<file path="config.mk">
export PLATFORM = sky130hd
export DESIGN_NAME = iris_mem_arbiter_flat
export DESIGN_NICKNAME = d
export VERILOG_FILES = /design/src/rtl/iris_mem_arbiter_if.sv /design/src/rtl/iris_mem_arbiter.sv /design/src/flat_wrapper.sv
export SDC_FILE = /design/constraint.sdc
export NUM_CORES = 1
export LEC_CHECK = 0
export ABC_AREA = 1
export CORE_ASPECT_RATIO = 1.4
export CORE_MARGIN = 8
export CORE_UTILIZATION = 34
export DETAILED_ROUTE_END_ITERATION = 7
export GPL_TIMING_DRIVEN = 0
export MAX_ROUTING_LAYER = met4
export PLACE_DENSITY = 0.78
export SLEW_MARGIN = 20
export SYNTH_ARGS = -nofsm -noshare
export SYNTH_HDL_FRONTEND = slang
export SYNTH_SLANG_ARGS = --single-unit
</file>
<file path="constraint.sdc">
create_clock -name clk -period 1.8 [get_ports clk]
set_input_delay 0.54 -clock clk [delete_from_list [all_inputs] [get_ports clk]]
set_output_delay 0.54 -clock clk [all_outputs]
set_load 0.1 [all_outputs]
</file>
<file path="src/rtl/iris_mem_arbiter_if.sv">
`default_nettype none
// ============================================================================
// iris_mem_arbiter_if : requester ports plus AXI-Lite master bundle
// Rev 1.0
// ============================================================================
interface iris_mem_arbiter_if #(
    parameter int NUM_REQ    = 2,
    parameter int ADDR_WIDTH = 16,
    parameter int DATA_WIDTH = 24
);
    logic [NUM_REQ-1:0]            req_valid;
    logic [NUM_REQ-1:0]            req_ready;
    logic [NUM_REQ-1:0]            req_we;
    logic [NUM_REQ*ADDR_WIDTH-1:0] req_addr;
    logic [NUM_REQ*DATA_WIDTH-1:0] req_wdata;
    logic [NUM_REQ*4-1:0]          req_wstrb;
    logic [NUM_REQ-1:0]            rsp_valid;
    logic [DATA_WIDTH-1:0]         rsp_rdata;
    logic [1:0]                    rsp_resp;

    logic                          m_awvalid;
    logic                          m_awready;
    logic [ADDR_WIDTH-1:0]         m_awaddr;
    logic                          m_wvalid;
    logic                          m_wready;
    logic [DATA_WIDTH-1:0]         m_wdata;
    logic [3:0]                    m_wstrb;
    logic                          m_bvalid;
    logic                          m_bready;
    logic [1:0]                    m_bresp;
    logic                          m_arvalid;
    logic                          m_arready;
    logic [ADDR_WIDTH-1:0]         m_araddr;
    logic                          m_rvalid;
    logic                          m_rready;
    logic [DATA_WIDTH-1:0]         m_rdata;
    logic [1:0]                    m_rresp;

    // Arbiter side: accepts requester commands, drives the memory slave
    modport master (
        input  req_valid, req_we, req_addr, req_wdata, req_wstrb,
        output req_ready, rsp_valid, rsp_rdata, rsp_resp,
        output m_awvalid, m_awaddr, m_wvalid, m_wdata, m_wstrb, m_bready,
        output m_arvalid, m_araddr, m_rready,
        input  m_awready, m_wready, m_bvalid, m_bresp,
        input  m_arready, m_rvalid, m_rdata, m_rresp
    );

    modport slave (
        output req_valid, req_we, req_addr, req_wdata, req_wstrb,
        input  req_ready, rsp_valid, rsp_rdata, rsp_resp,
        input  m_awvalid, m_awaddr, m_wvalid, m_wdata, m_wstrb, m_bready,
        input  m_arvalid, m_araddr, m_rready,
        output m_awready, m_wready, m_bvalid, m_bresp,
        output m_arready, m_rvalid, m_rdata, m_rresp
    );
endinterface
`default_nettype wire

</file>
<file path="src/rtl/iris_mem_arbiter.sv">
`default_nettype none
// ============================================================================
// iris_mem_arbiter : round-robin arbiter, NUM_REQ requesters -> one AXI-Lite slave
// Rev 1.0
// ============================================================================
module iris_mem_arbiter #(
    parameter int NUM_REQ    = 2,
    parameter int ADDR_WIDTH = 16,
    parameter int DATA_WIDTH = 24
) (
    input  wire logic           clk,
    input  wire logic           rst,
    iris_mem_arbiter_if.master  bus
);
    localparam int PW = (NUM_REQ > 1) ? $clog2(NUM_REQ) : 1;

    localparam logic [2:0] S_IDLE = 3'd0;
    localparam logic [2:0] S_WR   = 3'd1;
    localparam logic [2:0] S_WB   = 3'd2;
    localparam logic [2:0] S_RD   = 3'd3;
    localparam logic [2:0] S_RR   = 3'd4;
    localparam logic [2:0] S_RSP  = 3'd5;

    logic [2:0]            state_q,   state_d;
    logic [PW-1:0]         last_q,    last_d;
    logic [PW-1:0]         port_q,    port_d;
    logic                  we_q,      we_d;
    logic [ADDR_WIDTH-1:0] addr_q,    addr_d;
    logic [DATA_WIDTH-1:0] wdata_q,   wdata_d;
    logic [3:0]            wstrb_q,   wstrb_d;
    logic                  aw_done_q, aw_done_d;
    logic                  w_done_q,  w_done_d;
    logic [DATA_WIDTH-1:0] rdata_q,   rdata_d;
    logic [1:0]            resp_q,    resp_d;

    logic                  w_found;
    logic [PW-1:0]         w_gidx;
    logic [PW-1:0]         w_cand;
    int                    w_idx;

    // Search starts one past the last served port so every requester gets a turn
    always_comb begin : arb_search
        w_found = 1'b0;
        w_gidx  = '0;
        w_cand  = '0;
        w_idx   = 0;
        for (int i = 1; i <= NUM_REQ; i++) begin
            w_idx = int'(last_q) + i;
            if (w_idx >= NUM_REQ) begin
                w_idx = w_idx - NUM_REQ;
            end
            w_cand = PW'(w_idx);
            if (!w_found && bus.req_valid[w_cand]) begin
                w_found = 1'b1;
                w_gidx  = w_cand;
            end
        end
    end

    always_ff @(posedge clk) begin : state_reg
        if (rst) begin
            state_q   <= S_IDLE;
            last_q    <= PW'(NUM_REQ - 1);
            port_q    <= '0;
            we_q      <= 1'b0;
            addr_q    <= '0;
            wdata_q   <= '0;
            wstrb_q   <= '0;
            aw_done_q <= 1'b0;
            w_done_q  <= 1'b0;
            rdata_q   <= '0;
            resp_q    <= '0;
        end else begin
            state_q   <= state_d;
            last_q    <= last_d;
            port_q    <= port_d;
            we_q      <= we_d;
            addr_q    <= addr_d;
            wdata_q   <= wdata_d;
            wstrb_q   <= wstrb_d;
            aw_done_q <= aw_done_d;
            w_done_q  <= w_done_d;
            rdata_q   <= rdata_d;
            resp_q    <= resp_d;
        end
    end

    always_comb begin : next_state
        state_d   = state_q;
        last_d    = last_q;
        port_d    = port_q;
        we_d      = we_q;
        addr_d    = addr_q;
        wdata_d   = wdata_q;
        wstrb_d   = wstrb_q;
        aw_done_d = aw_done_q;
        w_done_d  = w_done_q;
        rdata_d   = rdata_q;
        resp_d    = resp_q;
        case (state_q)
            S_IDLE: begin
                if (w_found) begin
                    port_d    = w_gidx;
                    we_d      = bus.req_we[w_gidx];
                    addr_d    = bus.req_addr[w_gidx*ADDR_WIDTH +: ADDR_WIDTH];
                    wdata_d   = bus.req_wdata[w_gidx*DATA_WIDTH +: DATA_WIDTH];
                    wstrb_d   = bus.req_wstrb[w_gidx*4 +: 4];
                    aw_done_d = 1'b0;
                    w_done_d  = 1'b0;
                    state_d   = bus.req_we[w_gidx] ? S_WR : S_RD;
                end
            end
            S_WR: begin
                // AW and W complete independently; B is awaited only once both are in
                aw_done_d = aw_done_q | bus.m_awready;
                w_done_d  = w_done_q  | bus.m_wready;
                if (aw_done_d && w_done_d) begin
                    state_d = S_WB;
                end
            end
            S_WB: begin
                if (bus.m_bvalid) begin
                    resp_d  = bus.m_bresp;
                    rdata_d = '0;
                    state_d = S_RSP;
                end
            end
            S_RD: begin
                if (bus.m_arready) begin
                    state_d = S_RR;
                end
            end
            S_RR: begin
                if (bus.m_rvalid) begin
                    rdata_d = bus.m_rdata;
                    resp_d  = bus.m_rresp;
                    state_d = S_RSP;
                end
            end
            S_RSP: begin
                last_d  = port_q;
                state_d = S_IDLE;
            end
            default: begin
                state_d = S_IDLE;
            end
        endcase
    end

    always_comb begin : outputs
        bus.req_ready = (state_q == S_IDLE && w_found) ? (NUM_REQ'(1) << w_gidx) : '0;
        bus.rsp_valid = (state_q == S_RSP) ? (NUM_REQ'(1) << port_q) : '0;
        bus.rsp_rdata = rdata_q;
        bus.rsp_resp  = resp_q;
        bus.m_awvalid = (state_q == S_WR) && !aw_done_q;
        bus.m_awaddr  = addr_q;
        bus.m_wvalid  = (state_q == S_WR) && !w_done_q;
        bus.m_wdata   = wdata_q;
        bus.m_wstrb   = wstrb_q;
        bus.m_bready  = (state_q == S_WB);
        bus.m_arvalid = (state_q == S_RD);
        bus.m_araddr  = addr_q;
        bus.m_rready  = (state_q == S_RR);
    end
endmodule
`default_nettype wire

</file>
<file path="src/flat_wrapper.sv">
// flat-port wrapper written by rule: the top's interface ports become plain ports
module iris_mem_arbiter_flat 
#(
    parameter int NUM_REQ    = 2,
    parameter int ADDR_WIDTH = 16,
    parameter int DATA_WIDTH = 24
)
  (clk, rst, bus_req_valid, bus_req_we, bus_req_addr, bus_req_wdata, bus_req_wstrb, bus_req_ready, bus_rsp_valid, bus_rsp_rdata, bus_rsp_resp, bus_m_awvalid, bus_m_awaddr, bus_m_wvalid, bus_m_wdata, bus_m_wstrb, bus_m_bready, bus_m_arvalid, bus_m_araddr, bus_m_rready, bus_m_awready, bus_m_wready, bus_m_bvalid, bus_m_bresp, bus_m_arready, bus_m_rvalid, bus_m_rdata, bus_m_rresp);
  iris_mem_arbiter_if #(.NUM_REQ(NUM_REQ), .ADDR_WIDTH(ADDR_WIDTH), .DATA_WIDTH(DATA_WIDTH)) bus_i ();
  input  wire logic clk;
  input  wire logic rst;
  input wire logic [$bits(bus_i.req_valid)-1:0] bus_req_valid;
  input wire logic [$bits(bus_i.req_we)-1:0] bus_req_we;
  input wire logic [$bits(bus_i.req_addr)-1:0] bus_req_addr;
  input wire logic [$bits(bus_i.req_wdata)-1:0] bus_req_wdata;
  input wire logic [$bits(bus_i.req_wstrb)-1:0] bus_req_wstrb;
  output wire logic [$bits(bus_i.req_ready)-1:0] bus_req_ready;
  output wire logic [$bits(bus_i.rsp_valid)-1:0] bus_rsp_valid;
  output wire logic [$bits(bus_i.rsp_rdata)-1:0] bus_rsp_rdata;
  output wire logic [$bits(bus_i.rsp_resp)-1:0] bus_rsp_resp;
  output wire logic [$bits(bus_i.m_awvalid)-1:0] bus_m_awvalid;
  output wire logic [$bits(bus_i.m_awaddr)-1:0] bus_m_awaddr;
  output wire logic [$bits(bus_i.m_wvalid)-1:0] bus_m_wvalid;
  output wire logic [$bits(bus_i.m_wdata)-1:0] bus_m_wdata;
  output wire logic [$bits(bus_i.m_wstrb)-1:0] bus_m_wstrb;
  output wire logic [$bits(bus_i.m_bready)-1:0] bus_m_bready;
  output wire logic [$bits(bus_i.m_arvalid)-1:0] bus_m_arvalid;
  output wire logic [$bits(bus_i.m_araddr)-1:0] bus_m_araddr;
  output wire logic [$bits(bus_i.m_rready)-1:0] bus_m_rready;
  input wire logic [$bits(bus_i.m_awready)-1:0] bus_m_awready;
  input wire logic [$bits(bus_i.m_wready)-1:0] bus_m_wready;
  input wire logic [$bits(bus_i.m_bvalid)-1:0] bus_m_bvalid;
  input wire logic [$bits(bus_i.m_bresp)-1:0] bus_m_bresp;
  input wire logic [$bits(bus_i.m_arready)-1:0] bus_m_arready;
  input wire logic [$bits(bus_i.m_rvalid)-1:0] bus_m_rvalid;
  input wire logic [$bits(bus_i.m_rdata)-1:0] bus_m_rdata;
  input wire logic [$bits(bus_i.m_rresp)-1:0] bus_m_rresp;
  assign bus_i.req_valid = bus_req_valid;
  assign bus_i.req_we = bus_req_we;
  assign bus_i.req_addr = bus_req_addr;
  assign bus_i.req_wdata = bus_req_wdata;
  assign bus_i.req_wstrb = bus_req_wstrb;
  assign bus_req_ready = bus_i.req_ready;
  assign bus_rsp_valid = bus_i.rsp_valid;
  assign bus_rsp_rdata = bus_i.rsp_rdata;
  assign bus_rsp_resp = bus_i.rsp_resp;
  assign bus_m_awvalid = bus_i.m_awvalid;
  assign bus_m_awaddr = bus_i.m_awaddr;
  assign bus_m_wvalid = bus_i.m_wvalid;
  assign bus_m_wdata = bus_i.m_wdata;
  assign bus_m_wstrb = bus_i.m_wstrb;
  assign bus_m_bready = bus_i.m_bready;
  assign bus_m_arvalid = bus_i.m_arvalid;
  assign bus_m_araddr = bus_i.m_araddr;
  assign bus_m_rready = bus_i.m_rready;
  assign bus_i.m_awready = bus_m_awready;
  assign bus_i.m_wready = bus_m_wready;
  assign bus_i.m_bvalid = bus_m_bvalid;
  assign bus_i.m_bresp = bus_m_bresp;
  assign bus_i.m_arready = bus_m_arready;
  assign bus_i.m_rvalid = bus_m_rvalid;
  assign bus_i.m_rdata = bus_m_rdata;
  assign bus_i.m_rresp = bus_m_rresp;
  iris_mem_arbiter #(.NUM_REQ(NUM_REQ), .ADDR_WIDTH(ADDR_WIDTH), .DATA_WIDTH(DATA_WIDTH)) u_core (.clk(clk), .rst(rst), .bus(bus_i));
endmodule
</file>
# After elaboration in Yosys (flattened, before gate mapping)
# Index checks and enable logic that the tools add are counted.
[totals]
out_inout_bits = 95
regBits = 77
word_cells = 82
[op_classes]
mul = 1
add_sub_neg = 4
magnitude_cmp = 5
muxes = 30
bitwise_logic = 2
n_reduce_logical = 15
n_eq_ne = 10
shifts = 5
[op_table]
columns = ["cell", "n"]
rows = [
  ["$mux W24", 2],
  ["$pmux W24 S2", 1],
  ["$shiftx A48 B7 Y24", 1],
  ["$shiftx A32 B6 Y16", 1],
  ["$mux W3", 5],
  ["$pmux W3 S5", 1],
  ["$mux W1", 13],
  ["$mux W2", 5],
  ["$ne A2 B1 Y1 const B", 5],
  ["$shiftx A8 B4 Y4", 1],
  ["$eq A3 B2 Y1 const B", 2],
  ["$eq A3 B3 Y1 const B", 2],
  ["$lt A1 B2 Y1 const B", 3],
  ["$logic_and A1 B1 Y1", 5],
  ["$reduce_and A5 Y1", 1],
  ["$pmux W1 S2", 2],
  ["$pmux W2 S2", 1],
  ["$reduce_and A2 Y1", 2],
  ["$reduce_bool A2 Y1", 2],
  ["$shl A1 B1 Y2 const A", 2],
  ["$add A1 B2 Y3 const B", 1],
  ["$eq A3 B1 Y1 const B", 1],
  ["$ge A3 B2 Y1 const B", 1],
  ["$logic_not A1 Y1", 3],
  ["other kinds (7)", 9],
]

# Depth between registers and ports, before layout
# Gate-level depths: netlist (run 1).
[depth]
ltp_word = 14
ltp_mapped = 10
ltp_nobuf = 10

# Least setup slack after synthesis (run 1)
# Ideal clock, no wire load.
[synth_path]
path_type = "in2out"
from = "input port bus_req_valid[0]"
to = "output port bus_req_ready[0]"
cell_stages = 5
arrival_ns = 2.397
t_required_ns = 1.260
path_slack_ns = -1.137
path_cell_list = "nor2_1 nor3_4 inv_2 clkbuf_1 nor2_1"
[synth_between]
elab_chain_len = 8
[synth_lines]
columns = ["item", "line", "rtl"]
rows = [
  ["start, declared", "flat_wrapper.sv:12", "input wire logic [$bits(bus_i.req_valid)-1:0] bus_req_valid;"],
  ["$mux W1 (not written as such) (2 in a row)", "iris_mem_arbiter.sv:53", "if (!w_found && bus.req_valid[w_cand]) begin"],
  ["$mux W1", "iris_mem_arbiter.sv:53", ""],
  ["$logic_not A1 Y1", "iris_mem_arbiter.sv:53", ""],
  ["$logic_and A1 B1 Y1", "iris_mem_arbiter.sv:53", ""],
  ["$mux W1", "iris_mem_arbiter.sv:53", ""],
  ["$shl A1 B1 Y2 or $logic_and A1 B1 Y1 (tied branches)", "iris_mem_arbiter.sv:151", "bus.req_ready = (state_q == S_IDLE && w_found) ? (NUM_REQ'(1) << w_gidx) : '0;"],
  ["$mux W2 *", "iris_mem_arbiter.sv:151", ""],
  ["end, declared", "flat_wrapper.sv:17", "output wire logic [$bits(bus_i.req_ready)-1:0] bus_req_ready;"],
]
# Mark *: on every way between the ends. The rest lies on a longest branch, timed or not. The select of a mux whose other input is x is not followed.

# Worst setup path in the final report (run 1)
# Same ends and word-level chain as after synthesis.

==> results of run 1 <==
==> registers in the layout (all words and copies together), names as in the netlist <==
signal                count
u_core.port_q             1
u_core.state_q            3
u_core.aw_done_q          1
u_core.bus.rsp_rdata     24
u_core.bus.rsp_resp       2
u_core.bus.m_wdata       24
u_core.w_done_q           1
u_core.last_q             1
u_core.bus.m_araddr      16
u_core.bus.m_wstrb        4
==> path summary, 6_finish.rpt <==
| kind | startpoint | end | cells past startpoint |
|---|---|---|---|
| worst max-delay path | bus_req_valid[0] | bus_req_ready[0] | 6 |
| worst min-delay path | u_core.bus.m_wstrb[3] | u_core.bus.m_wstrb[3] | 2 |
| worst max register to register | u_core.state_q[2] | u_core.bus.rsp_rdata[18] | 10 |
| worst min register to register | u_core.bus.m_wstrb[3] | u_core.bus.m_wstrb[3] | 2 |
==> per-layer routing <==
metal  vias to the layer above  share of wire [%]  global-route usage (%)
met3                        29                6.7                   4.299
met4                         0                2.7                   9.362
met1                      2001                 37                   19.87
met2                       169                 54                   36.87
li1                       2201                  -                       -
met5                         -                  0                       -
==> synth_stat cells (6+ instances only) <==
master      n
nand2_1   302
inv_1      15
dfxtp_1    77
a21oi_1    76
buf_4      21
nand3_1     6
buf_2      10
clkbuf_1   14
nor2_1     19
==> what timing repair did <==
| action | 4_1_cts | 5_1_grt |
|---|---|---|
| pin swaps | 6 | 2 |
| endpoints found under the setup margin | 142 | 51 |
| hold buffers | 0 | 0 |
| resized for setup | 412 | 63 |
| setup buffers | 10 | 7 |
==> power by group through the flow <==
stage,clock (mW),combinational [mW],sequential [mW]
2_1_floorplan,0,3.03,4.72
3_3_place_gp,0,7.04,2.40
3_5_place_dp,0,7.12,2.41
4_1_cts,1.70,7.27,2.43
5_1_grt,1.77,7.86,2.48
6_report,1.66,7.48,2.44
==> cells by family (layout without fill, tap and decap cells) <==
group | Yosys count | after routing | synth area share [%]
buf+inv | 64 | 314 | 9.645
flops | 77 | 77 | 42.90
simple gates | 335 | 335 | 36.60
compound gates | 78 | 78 | 10.86
==> per-stage QoR <==
stage / hold WS (ns) / area, um^2
after floorplan: 0.4868 / 3731
after global placement: 0.4479 / 6106
after detailed placement: 0.4508 / 6106
after CTS: 0.4608 / 6536
after global routing: 0.4794 / 6535
final: 0.4593 / 6535
==> layout make-up <==
| type | count | area share [%] |
|---|---|---|
| Clock inverter | 7 | 0.7850 |
| Multi-Input combinational cell | 413 | 28.20 |
| Inverter | 17 | 1.302 |
| Tap cell | 138 | 2.642 |
| Timing Repair Buffer | 237 | 35.31 |
| Buffer | 44 | 4.193 |
| Sequential cell | 77 | 24.12 |
| Clock buffer | 9 | 3.446 |
==> tightest hold or removal path, cell delays in order, from the launching register on <==
cell,delay (ns)
dfxtp_1,0.31
nand2_1,0.06
a21oi_1,0.05
==> impl_metrics.ini, run 1 <==
[timing]
rsz0062_at_grt = yes
tightest_slew_ns = 0.5705
fmax_mhz = 502.9
setup_viol = 8
final.setup.tns_ns = -0.9339
slew_headroom_pct = 62.15
period_share_pct = 110.5
hold_violations = 0
skew_ns = 0.007190
setup_slack_ns = -0.1886
slew_violations = 0
period_needed_ns = 1.989

[synth]
synth.top_cell.area_share_pct = 42.90
ys.flop_type = dfxtp_1
syn_area_um2 = 3593
yosysUniqueCellTypes = 19
synth-seq-cells = 77
yosysTopAreaCell = dfxtp_1
yosys-top-cells-area = dfxtp_1 (43%), nand2_1 (32%), a21oi_1 (11%), buf_4 (4.4%), nor2_1 (2.0%)
synthesis.instances = 554
async_flop_share_pct = 0
ys_warn_count = 0
yosysSeqAreaShare_pct = 42.90
synth_fp_nets = 681
syn_area_per_cell_um2 = 6.486
synth_enable_flop_cells = 0

[finish]
seq_area_um2 = 1577
drive_gt1_share_pct = 26.62
multi_input_area_um2 = 1843
area_growth_pct = 81.86
mostFrequentLayoutCells = nand2_1 (295), clkdlybuf4s50_1 (123), a21oi_1 (76)
fillCellCount = 950
nets = 926
final_common_cell = nand2_1
fin_cells = 942
antenna_cells = 0
final_util_pct = 63.14

[cts]
path_clk_slew_ns = 0.06
cts_buffers = 9
tritoncts = built
cts-root-buf = clkbuf_16
clkSinkCount = 77
clk-insertion-delay-late_ns = 0.33
cts_buffer_depth = 2
htreeDepth = 3

[global_routing]
grt_pass1_wl_um = 21650
grt_start_max_net_pins = 15
grt_overflow = 0
grtUsageTotal_pct = 20.24
first_global_vias = 4331
grt_antenna_before_repair = 0

[placed_design]
place.gp.congestion = 0.8971
dp_hpwl_um = 11430
dp_slack_ns = -1.912
port_buffers = 220
dp_cells = 912

[die]
coreArea_um2 = 10350
die_h_um = 137.6
pin_count = 222
dieArea_um2 = 14160
initial_utilization_pct = 34.72
num_rows = 44
die_w_um = 102.9

[route]
drc = 0
vias = 4400
ant_nets = 0
first_pass_iters = 4
vias_per_cell = 4.671
wire_per_inst_um = 15.52
wl_um = 14620
dr.first_iter.drc_count = 146

[critical_path]
critical_path.top_delay_family = buffers and inverters
critPathLaunchType = primary input
cp_slowest_cell = nor3_4
cp_num_buf_inv = 3
crit_type = in2out
path_max_fanout = 12
arrival_ns = 1.45
worstPathRequired_ns = 1.26
reg2reg_slack_ns = 0.12
worst_setup_path_end_kind = primary output
worst_path_largest_cell_delay_ns = 0.24
worstPathCellList = buf_2, nor2_2, nor3_4, inv_4, nor2_4, buf_12

[run_status]
violations = setup timing
status = complete, but fails checks

[hold_path]
hp-class = reg2reg

[power_and_ir_drop]
total_power_mw = 11.58
seqPwrFrac_pct = 21.0
p_leak_nw = 2.869
p_comb_share_pct = 64.6
swShare_pct = 55.80
powerDensity_nw_per_um2 = 1772
max-vdd-ir-drop_mv = 0.9214
clkPwrFrac_pct = 14.4
switching_power_mw = 6.460
internal_power_mw = 5.118

[run]
drv_cap = 0
Note: power is estimated with default switching activity, not from simulation.
==> run 2, diff against run 1 <==
--- a/config.mk
+++ b/config.mk
@@ -7,7 +7,6 @@
 export LEC_CHECK = 0
 export ABC_AREA = 1
 export CORE_ASPECT_RATIO = 1.4
-export CORE_MARGIN = 8
 export CORE_UTILIZATION = 34
 export DETAILED_ROUTE_END_ITERATION = 7
 export GPL_TIMING_DRIVEN = 0
==> run 2 against run 1 <==
Effect of this change: the run ends with DRC, setup timing left; combinational power about the same; cell area up 1.2%; die area down 22%; clock power up 27%; via count down 1.2%; global-route usage up 4.5 points; clock skew about the same; count of clock-buffer cells in the layout unchanged.
==> impl_metrics.ini, run 2 (synthesis results as in run 1) <==
[finish]
fillCellCount = 905
nets = 927
mostFrequentLayoutCells = nand2_1 (296), clkdlybuf4s50_1 (123), a21oi_1 (76)
antenna_cells = 0
area_growth_pct = 84.09
final_common_cell = nand2_1
drive_gt1_share_pct = 26.58
final_util_pct = 63.91

[cts]
path_clk_slew_ns = 0.06
cts_buffer_depth = 2
clkSinkCount = 77
htreeDepth = 3
clk-insertion-delay-late_ns = 0.33
cts_buffers = 9
cts_hold_buf = 0
tritoncts = built
cts-root-buf = clkbuf_16

[run]
drv_cap = 0

[route]
vias_per_cell = 4.611
wl_um = 13500
vias = 4348
drc = 1
ant_nets = 0
first_pass_iters = 6
dr.first_iter.drc_count = 154
wire_per_inst_um = 14.32

[timing]
tightest_slew_ns = 0.5622
slew_violations = 0
slew_headroom_pct = 62.69
setup_viol = 8
period_share_pct = 112.1
period_needed_ns = 2.018
rsz0062_at_grt = yes
setup_slack_ns = -0.2179
skew_ns = 0.006919
fmax_mhz = 495.6
hold_violations = 0

[critical_path]
reg2reg_depth = 12
critPathLaunchType = register
worst_path_largest_cell_delay_ns = 0.37
worst_setup_path_end_kind = primary output
worstPathRequired_ns = 1.26
cp_num_buf_inv = 3
arrival_ns = 1.48
critical_path.top_delay_family = simple AND/OR/NAND/NOR gates
crit_path_start = u_core.state_q[1]
path_max_fanout = 12
crit_cells = 6
crit_type = reg2out
worstPathCellList = inv_6, nand2_8, nor3_4, inv_4, nor2_4, buf_12
cp_slowest_cell = dfxtp_4
reg2reg_from = u_core.state_q[1]

[power_and_ir_drop]
clkPwrFrac_pct = 17.5
powerDensity_nw_per_um2 = 1816
max-vdd-ir-drop_mv = 1.001
seqPwrFrac_pct = 20.4
internal_power_mw = 5.550
total_power_mw = 12.01
swShare_pct = 53.81
p_comb_share_pct = 62.1
switching_power_mw = 6.464
p_leak_nw = 2.901

[placed_design]
dp_hpwl_um = 10010
place.gp.congestion = 0.9237
port_buffers = 220

[global_routing]
grt_overflow = 0
grt_start_max_net_pins = 15
grt_antenna_before_repair = 0
grt_pass1_wl_um = 19980
first_global_vias = 4253
grtUsageTotal_pct = 24.73

[die]
initial_utilization_pct = 34.72
num_rows = 44
pin_count = 222
coreArea_um2 = 10350
die_w_um = 88.89
die_h_um = 123.6
dieArea_um2 = 10990

[hold_path]
hold_path_depth = 2
hp-start = u_core.bus.m_wstrb[3]
hp-class = reg2reg

[run_status]
status = complete, but fails checks
violations = DRC, setup timing
-- run 2: cell types whose count changed in the layout (fill, tap and decap cells not counted), sizes merged --
| cell | delta |
|---|---|
| clkdlybuf4s15 | -6 |
| clkdlybuf4s18 | +6 |
| clkinv | -3 |
| clkbuf | +1 |
| inv | +1 |
| bufinv | +3 |
| clkinvlp | -1 |
-- run 2: path summary, 6_finish.rpt --
kind / slack (ns) / to
worst max-delay path: -0.22 / bus_req_ready[0]
worst min-delay path: 0.46 / u_core.bus.m_wstrb[3]
worst max register to register: 0.05 / u_core.bus.rsp_rdata[11]
worst min register to register: 0.46 / u_core.bus.m_wstrb[3]
-- run 2: layout make-up --
type                       instances  area [um^2]  share of cell area [%]
clock inverter                     7        122.6                   1.854
multi-input combinational        413         1842                   27.84
timing repair buffer             238         2310                   34.92
tap                              138        172.7                   2.610
sequential                        77         1577                   23.83
inverter                          17        88.84                   1.343
clock buffer                       9        225.2                   3.405
buffer                            44        277.8                   4.199
-- run 2: timing repair --
item / CTS / global route
gates resized for setup: 406 / 79
hold endpoints to repair: 0 / 0
pin swaps: 5 / 3
setup endpoints to repair: 142 / 59
buffers inserted: 10 / 8
-- run 2: routing by layer --
| layer | vias to the layer above | part of all wire (%) | track usage (%) |
|---|---|---|---|
| li1 | 2196 | - | - |
| met1 | 1957 | 37 | 24.14 |
| met2 | 164 | 55 | 45.77 |
| met3 | 31 | 5.8 | 4.705 |
| met4 | 0 | 2.9 | 12.50 |
| met5 | - | 0 | - |
-- run 2: tightest hold or removal path, cell delays in order (launching register included) --
cell and delay (ns):
dfxtp_1 0.31, nand2_1 0.06, a21oi_1 0.05
-- run 2: through the flow --
step	cell area [um^2]	setup TNS (ns)	hold WS [ns]	cells	setup WS, ns
5_1_grt	6615	-1.715	0.4770	943	-0.2774
3_5_place_dp	6106	-54.23	0.4501	912	-1.886
3_3_place_gp	6106	-51.66	0.4458	912	-1.893
2_1_floorplan	3731	-1.484	0.4868	554	-0.2808
4_1_cts	6598	-0.5074	0.4615	935	-0.2235
6_report	6615	-1.186	0.4580	943	-0.2179
-- run 2: power by group through the flow --
| stage | sequential [mW] | clock, mW | combinational (mW) |
|---|---|---|---|
| 3_5_place_dp | 2.42 | 0 | 7.05 |
| 4_1_cts | 2.46 | 2.13 | 7.14 |
| 3_3_place_gp | 2.40 | 0 | 6.97 |
| 5_1_grt | 2.50 | 2.21 | 7.83 |
| 2_1_floorplan | 4.72 | 0 | 3.03 |
| 6_report | 2.45 | 2.10 | 7.47 |
==> run 3, diff against run 2 <==
--- a/config.mk
+++ b/config.mk
@@ -12,6 +12,7 @@
 export GPL_TIMING_DRIVEN = 0
 export MAX_ROUTING_LAYER = met4
 export PLACE_DENSITY = 0.78
+export SKIP_LAST_GASP = 1
 export SLEW_MARGIN = 20
 export SYNTH_ARGS = -nofsm -noshare
 export SYNTH_HDL_FRONTEND = slang
==> run 3 against run 2 <==
Effect of this change: the run still ends with DRC, setup timing left; combinational power shrank 0.7%; critical path depth unchanged; maximum frequency barely moved; largest cell class unchanged.
==> impl_metrics.ini, run 3 (synthesis results as in run 1) <==
[run_status]
status = complete, but fails checks
violations = DRC, setup timing

[power_and_ir_drop]
p_leak_nw = 2.892
max-vdd-ir-drop_mv = 0.9793
total_power_mw = 11.97
powerDensity_nw_per_um2 = 1815

[route]
ant_nets = 0
first_pass_iters = 6
vias = 4374
vias_per_cell = 4.638
wire_per_inst_um = 14.37
wl_um = 13550
dr.first_iter.drc_count = 167
drc = 1

[cts]
cts_buffers = 9
path_clk_slew_ns = 0.07
cts-root-buf = clkbuf_16
htreeDepth = 3
tritoncts = built
clk-insertion-delay-late_ns = 0.33
cts_hold_buf = 0
clkSinkCount = 77
cts_buffer_depth = 2

[global_routing]
first_global_vias = 4249
grtUsageTotal_pct = 24.71
grt_start_max_net_pins = 15
grt_antenna_before_repair = 0
grt_pass1_wl_um = 19970
grt_overflow = 0

[timing]
slew_violations = 0
period_needed_ns = 2.017
rsz0062_at_grt = yes
fmax_mhz = 495.7
setup_slack_ns = -0.2174
hold_ws_ns = 0.4590
hold_violations = 0
skew_ns = 0.009243
tightest_slew_ns = 0.5619
slew_headroom_pct = 62.71
period_share_pct = 112.1
setup_viol = 8

[finish]
drive_gt1_share_pct = 26.58
antenna_cells = 0
seq_area_um2 = 1577
final_common_cell = nand2_1
area_growth_pct = 83.53
multi_input_area_um2 = 1837
final_util_pct = 63.72
fillCellCount = 913
mostFrequentLayoutCells = nand2_1 (296), clkdlybuf4s50_1 (123), a21oi_1 (76)
nets = 927

[critical_path]
worst_path_largest_cell_delay_ns = 0.37
crit_type = reg2out
path_max_fanout = 4
reg2reg_from = u_core.state_q[1]
reg2reg_slack_ns = 0.02
cp_slowest_cell = dfxtp_4
worstPathCellList = inv_6, nand2_8, buf_4, buf_6, nor2_4, buf_12
reg2reg_depth = 11
critPathCapture = bus_m_rready
crit_path_start = u_core.state_q[1]
arrival_ns = 1.48
worstPathRequired_ns = 1.26
critPathLaunchType = register
worst_setup_path_end_kind = primary output
r2r-end = u_core.bus.rsp_rdata[10]

[run]
drv_cap = 0

[placed_design]
dp_hpwl_um = 10010
port_buffers = 220
place.gp.congestion = 0.9237

[die]
die_w_um = 88.89
coreArea_um2 = 10350
die_h_um = 123.6
dieArea_um2 = 10990
pin_count = 222
num_rows = 44
initial_utilization_pct = 34.72

[hold_path]
hp-class = reg2reg
-- run 3: cell counts in the layout (fill, tap and decap cells not counted) --
No cell type changed its count.
-- run 3: repair_timing --
action / CTS / global route
endpoints found under the hold margin: 0 / 0
buffers inserted: 10 / 8
setup endpoints to repair: 142 / 59
pin swaps: 5 / 3
gates resized for setup: 404 / 76
-- run 3: report_power, final --
| part | switching, mW | total (mW) | internal, mW |
|---|---|---|---|
| logic | 5.40 | 7.42 | 2.02 |
| registers | 0.317 | 2.45 | 2.13 |
| clock network | 0.735 | 2.10 | 1.36 |
| total | 6.45 | 12.0 | 5.52 |
-- run 3: cell type report --
class / count / share of cell area [%]
Sequential cell: 77 / 23.90
Timing Repair Buffer: 238 / 34.91
Buffer: 44 / 4.098
Tap cell: 138 / 2.618
Multi-Input combinational cell: 413 / 27.85
Inverter: 17 / 1.347
Clock inverter: 7 / 1.859
Clock buffer: 9 / 3.415
-- run 3: per-stage QoR --
step                worst slack (ns)  setup TNS, ns  instances  area (um^2)
floorplan                    -0.2808         -1.484        554         3731
global placement              -1.893         -51.66        912         6106
detailed placement            -1.886         -54.23        912         6106
CTS                          -0.2361        -0.5425        935         6591
global route                 -0.2765         -2.344        943         6595
finish                       -0.2174         -1.192        943         6595
-- run 3: critical path, delay by kind of cell, from the launching register on --
kind,cells,cell delay (ns)
flops,1,0.37
simple gates,2,0.24
buf+inv,4,0.53
-- run 3: worst min-delay path by stage --
stage                                 from  cells after the start                      to
floorplan                    u_core.port_q                      2           u_core.port_q
global placement     u_core.bus.m_wstrb[1]                      2   u_core.bus.m_wstrb[1]
detailed placement   u_core.bus.m_wdata[5]                      2   u_core.bus.m_wdata[5]
CTS                  u_core.bus.m_wdata[9]                      2   u_core.bus.m_wdata[9]
global route        u_core.bus.m_wdata[23]                      2  u_core.bus.m_wdata[23]
finish               u_core.bus.m_wstrb[3]                      2   u_core.bus.m_wstrb[3]
-- run 3: routing by layer --
| layer | vias up | GRT usage [%] | wire [um] |
|---|---|---|---|
| met5 | - | - | 0 |
| met4 | 0 | 12.50 | 388 |
| met3 | 31 | 4.705 | 703 |
| met2 | 156 | 45.53 | 7365 |
| met1 | 1992 | 24.31 | 5096 |
| li1 | 2195 | - | - |
